## src/rtl/dmem_ctrl_pkg.sv

```systemverilog
// Shared types and func3 encodings for the data-memory controller.
package dmem_ctrl_pkg;

    typedef enum logic [1:0] {
        IDLE,
        LOAD,
        RMW
    } dmem_state_t;

    localparam logic [2:0] F3_B  = 3'b000;
    localparam logic [2:0] F3_H  = 3'b001;
    localparam logic [2:0] F3_W  = 3'b010;
    localparam logic [2:0] F3_BU = 3'b100;
    localparam logic [2:0] F3_HU = 3'b101;

    // True when the request must be rejected: unknown func3 or a misaligned half/word.
    function automatic logic access_fault(input logic [2:0] f3, input logic [1:0] lane);
        logic fault;
        case (f3)
            F3_B, F3_BU: fault = 1'b0;
            F3_H, F3_HU: fault = lane[0];
            F3_W:        fault = (lane != 2'b00);
            default:     fault = 1'b1;
        endcase
        return fault;
    endfunction

endpackage

```

## src/rtl/dmem_ctrl_load_extend.sv

```systemverilog
// Load lane select with sign/zero extension of a RAM word.
module load_extend
    import dmem_ctrl_pkg::*;
#(
    parameter int DATA_W = 32
) (
    input  logic [DATA_W-1:0] word,
    input  logic [2:0]        func3,
    input  logic [1:0]        lane,
    output logic [DATA_W-1:0] result
);

    logic [7:0]  byte_sel;
    logic [15:0] half_sel;

    always_comb begin
        byte_sel = word[{lane, 3'b000} +: 8];
        half_sel = lane[1] ? word[31:16] : word[15:0];
        case (func3)
            F3_B:    result = {{(DATA_W-8){byte_sel[7]}}, byte_sel};
            F3_BU:   result = {{(DATA_W-8){1'b0}}, byte_sel};
            F3_H:    result = {{(DATA_W-16){half_sel[15]}}, half_sel};
            F3_HU:   result = {{(DATA_W-16){1'b0}}, half_sel};
            default: result = word;
        endcase
    end

endmodule

```

## src/rtl/dmem_ctrl.sv

```systemverilog
// RISC-V data-memory controller with read-modify-write sub-word stores.
// Define DMEM_PERF_EN to add load/store/stall performance counters.
module dmem_ctrl
    import dmem_ctrl_pkg::*;
#(
    parameter int DM_ADDRESS = 9,
    parameter int DATA_W     = 32
) (
    input  logic                    clk,
    input  logic                    reset,
    input  logic                    mem_read,
    input  logic                    mem_write,
    input  logic [2:0]              func3,
    input  logic [DM_ADDRESS-1:0]   addr,
    input  logic [DATA_W-1:0]       wr_data,
    output logic [DATA_W-1:0]       rd_data,
    output logic                    rd_valid,
    output logic                    stall,
    output logic                    misalign,
    output logic [DM_ADDRESS-3:0]   ram_addr,
    output logic                    ram_we,
    output logic [DATA_W-1:0]       ram_wdata,
    input  logic [DATA_W-1:0]       ram_rdata
`ifdef DMEM_PERF_EN
    ,
    output logic [31:0]             load_cnt,
    output logic [31:0]             store_cnt,
    output logic [31:0]             stall_cnt
`endif
);

    dmem_state_t       state, state_next;
    logic              fault;
    logic              load_done;
    logic              store_done;
    logic [DATA_W-1:0] load_word;
    logic [DATA_W-1:0] merged;

    assign ram_addr = addr[DM_ADDRESS-1:2];
    assign fault    = access_fault(func3, addr[1:0]);

    load_extend #(.DATA_W(DATA_W)) u_load_extend (
        .word   (ram_rdata),
        .func3  (func3),
        .lane   (addr[1:0]),
        .result (load_word)
    );

    // Sub-word store: replace only the addressed lane of the word read in IDLE.
    always_comb begin
        merged = ram_rdata;
        if (func3[0])
            merged[{addr[1], 4'b0000} +: 16] = wr_data[15:0];
        else
            merged[{addr[1:0], 3'b000} +: 8] = wr_data[7:0];
    end

    always_comb begin
        state_next = state;
        stall      = 1'b0;
        ram_we     = 1'b0;
        ram_wdata  = wr_data;
        rd_valid   = 1'b0;
        misalign   = 1'b0;
        load_done  = 1'b0;
        store_done = 1'b0;
        case (state)
            IDLE: begin
                if (mem_write || mem_read) begin
                    if (fault) begin
                        misalign = 1'b1;
                    end else if (mem_write) begin
                        if (func3 == F3_W) begin
                            ram_we     = 1'b1;
                            store_done = 1'b1;
                        end else begin
                            stall      = 1'b1;
                            state_next = RMW;
                        end
                    end else begin
                        stall      = 1'b1;
                        state_next = LOAD;
                    end
                end
            end
            LOAD: begin
                rd_valid   = 1'b1;
                load_done  = 1'b1;
                state_next = IDLE;
            end
            RMW: begin
                ram_we     = 1'b1;
                ram_wdata  = merged;
                store_done = 1'b1;
                state_next = IDLE;
            end
            default: state_next = IDLE;
        endcase
        // A reset cycle aborts whatever is in flight, including a pending RAM write.
        if (reset) begin
            state_next = IDLE;
            stall      = 1'b0;
            ram_we     = 1'b0;
            rd_valid   = 1'b0;
            misalign   = 1'b0;
            load_done  = 1'b0;
            store_done = 1'b0;
        end
    end

    always_ff @(posedge clk) begin
        if (reset) begin
            state   <= IDLE;
            rd_data <= '0;
        end else begin
            state <= state_next;
            if (load_done)
                rd_data <= load_word;
        end
    end

`ifdef DMEM_PERF_EN
    always_ff @(posedge clk) begin
        if (reset) begin
            load_cnt  <= '0;
            store_cnt <= '0;
            stall_cnt <= '0;
        end else begin
            if (load_done)
                load_cnt <= load_cnt + 32'd1;
            if (store_done)
                store_cnt <= store_cnt + 32'd1;
            if (stall)
                stall_cnt <= stall_cnt + 32'd1;
        end
    end
`endif

endmodule

```

## config.mk

```make
export PLATFORM = sky130hd
export DESIGN_NAME = dmem_ctrl
export DESIGN_NICKNAME = d
export VERILOG_FILES = /design/src/rtl/dmem_ctrl_pkg.sv /design/src/rtl/dmem_ctrl_load_extend.sv /design/src/rtl/dmem_ctrl.sv
export SDC_FILE = /design/constraint.sdc
export NUM_CORES = 1
export LEC_CHECK = 0
export CELL_PAD_IN_SITES_DETAIL_PLACEMENT = 0
export CELL_PAD_IN_SITES_GLOBAL_PLACEMENT = 1
export CORE_ASPECT_RATIO = 0.9
export CORE_MARGIN = 10
export CORE_UTILIZATION = 25
export DETAILED_ROUTE_END_ITERATION = 8
export PLACE_DENSITY = 0.84
export SETUP_SLACK_MARGIN = 0.1
export SLEW_MARGIN = 20
export SYNTH_ARGS = -nofsm -noshare
export SYNTH_HDL_FRONTEND = slang
export SYNTH_SLANG_ARGS = --single-unit
export TNS_END_PERCENT = 20
```

## constraint.sdc

```tcl
create_clock -name clk -period 4.1 [get_ports clk]
set_input_delay 1.23 -clock clk [delete_from_list [all_inputs] [get_ports clk]]
set_output_delay 1.23 -clock clk [all_outputs]
set_load 0.01 [all_outputs]
```

==> qor.yml <==
synth_cell_type_count: 50
ir_drop_v: 0.000127
cts_tree: "yes"
cts.sinks: 34
clk_path_buf_depth: 2
crit_arrival_ns: 2.76
cp_max_fo: 6
final.period_utilization_pct: 97.4
slew-limit-headroom_pct: 57.6
synthToLayoutAreaGrowth_pct: 69.6
synthArstFlopShare_pct: 0
clk_latency_ns: 0.28
fin_skew_ns: 0.00170
ioPinCount: 155
hold_slack_ns: 0.461
synth-edff-count: 0
grt_usage_pct: 16.6
synth_top_area_share_pct: 23.7
path_class: "input pin to output port"
antennaDiodeCount: 0
hp-class: "register to register"
portBuffers: 140
total_leakage_power_uw: 0.00193
place.gp.congestion: 0.863
multi_input_area_sq_mm: 0.00201
syn_nets: 446
syn_avg_cell_area_sq_um: 7.93
antenna_left: 0
yosysTopAreaCell: "dfxtp_1"
fin_ws_ns: 0.107
start_kind: "input pin"
numCtsBuffers: 5
clk_pin_slew_ns: 0.05
n_fill_cell: 1118
hpwlAfterDp_mm: 11.3
power_density_mw_per_mm2: 244
antenna_found_initial: 0
min_period_ns: 3.99
drc_errors: 0
grt.overflow.total: 0
grt_pass1_vias: 3592
grt_first_pass_wirelength_mm: 21.3
h-tree-depth: 2
num_rows: 37
synthFlopType: "dfxtp_1"
viasPerCell: 5.22
num_vias: 3570
hold_viol: 0
cp-end-kind: "output port"
die_x_um: 133
first_iter_violations: 229
wl_per_cell_um: 20.8
synth_area_leaders: "dfxtp_1, a22o_1, mux2i_1"
syn_area_sq_mm: 0.00287
tns_ns: 0
synthCells: 362
outcome: "finished clean"
ys_ff_latch: 34
wl_mm: 14.2
ys_warn_count: 0
mostFrequentLayoutCell: "clkdlybuf4s50_1"
preCtsSetupSlack_ns: -0.617
die_area_sq_mm: 0.0162
fmax_mhz: 250
grt_start_max_net_pins: 41
clockRootBuffer: "clkbuf_16"
seq_area_sq_um: 681
dr.pass1.iters: 4
cp.required_ns: 2.87
layout_common_cells: "clkdlybuf4s50_1, buf_4, nor2_1"
worstMarginPinSlew_ns: 0.636
ys_seq_area_share_pct: 23.7
finalMaxSlewViolations: 0
rsz0062_at_grt: "true"
drive_gt1_share_pct: 21.2
fin_nets: 611
core_sq_mm: 0.0113
start_util_pct: 25.3
die_h_um: 122
cap_violations: 0
ctsHoldBuffers: 0
setup_violations: 0
where the power goes:
| group | leakage [uW] | total (uW) | switching, uW | internal [uW] |
|---|---|---|---|---|
| Sequential | 0.000276 | 352 | 7.77 | 344 |
| Combinational | 0.00157 | 408 | 195 | 213 |
| Clock | 0.0000836 | 430 | 146 | 284 |
metrics by stage:
step	power, uW	instance area, sq um	utilization (%)	cells
after floorplan	540	2890	-	362
after global placement	774	4690	41.4	672
after detailed placement	777	4690	41.4	672
after CTS	1190	4870	42.9	684
after global routing	1230	4870	42.9	684
final	1190	4870	42.9	684
path summary, 6_finish.rpt:
path | start | end | slack [ns] | cells after the start
setup / recovery | addr[1] | ram_wdata[22] | 0.11 | 9
hold / removal | rd_data[9] | rd_data[9] | 0.46 | 2
setup reg to reg | state[1] | rd_data[18] | 2.06 | 5
hold reg to reg | rd_data[9] | rd_data[9] | 0.46 | 2
final cells by class:
class / instances / area share [%]
clock buffer: 5 / 2.57
multi-input combinational: 282 / 41.4
timing repair buffer: 198 / 36.7
inverter: 6 / 0.540
clock inverter: 3 / 0.823
tap: 156 / 4.01
sequential: 34 / 14.0
synthesized netlist by cell type, types with 2 or more instances:
cell,count
o21ai_0,10
buf_4,7
mux2i_1,18
a31o_2,5
a22o_1,25
a211oi_2,10
mux2_4,2
a221oi_1,2
inv_1,2
nor2_1,38
a21o_1,5
nor2b_1,5
dfxtp_1,34
ha_1,4
a22oi_1,8
o22a_1,3
nor3_1,2
nor3b_1,3
mux2_2,2
o22ai_1,2
nand3_1,16
nand2b_1,6
a21oi_1,31
buf_2,3
o221ai_1,6
a211oi_1,14
nand2_1,31
clkinv_1,4
o32ai_1,2
a221o_1,16
buf_1,3
clkbuf_1,25
flip-flops by register name, indices dropped and copies added, names as in the netlist:
name     flops
rd_data     32
state        2
logic make-up after synthesis:
group	Yosys count	share of synthesized area [%]
AO/OA/AOI/OAI	147	40.2
AND/OR/NAND/NOR	108	17.5
multiplexers	23	8.89
flip-flops	34	23.7
buffers and inverters	46	7.89
adder cells (fa/ha/maj)	4	1.74
layer usage:
| layer | vias to the layer above | track usage, % | routed length (um) |
|---|---|---|---|
| met5 | - | 0 | 0 |
| met4 | 0 | 5.49 | 365 |
| met3 | 27 | 4.03 | 924 |
| met2 | 133 | 29.3 | 7000 |
| met1 | 1700 | 19.4 | 5920 |
| li1 | 1710 | - | - |
critical path, stage by stage:
cell	delay, ns
buf_2	0.10
clkinv_2	0.08
ha_4	0.26
nor4b_2	0.16
buf_4	0.16
buf_6	0.12
a221o_1	0.32
a22o_1	0.19
buf_2	0.14
what timing repair did:
action	CTS	global route
pin swaps	3	0
gates resized for setup	83	8
endpoints found under the setup margin	35	19
buffers inserted	4	0
No activity file was read; power rests on OpenSTA's default activity.
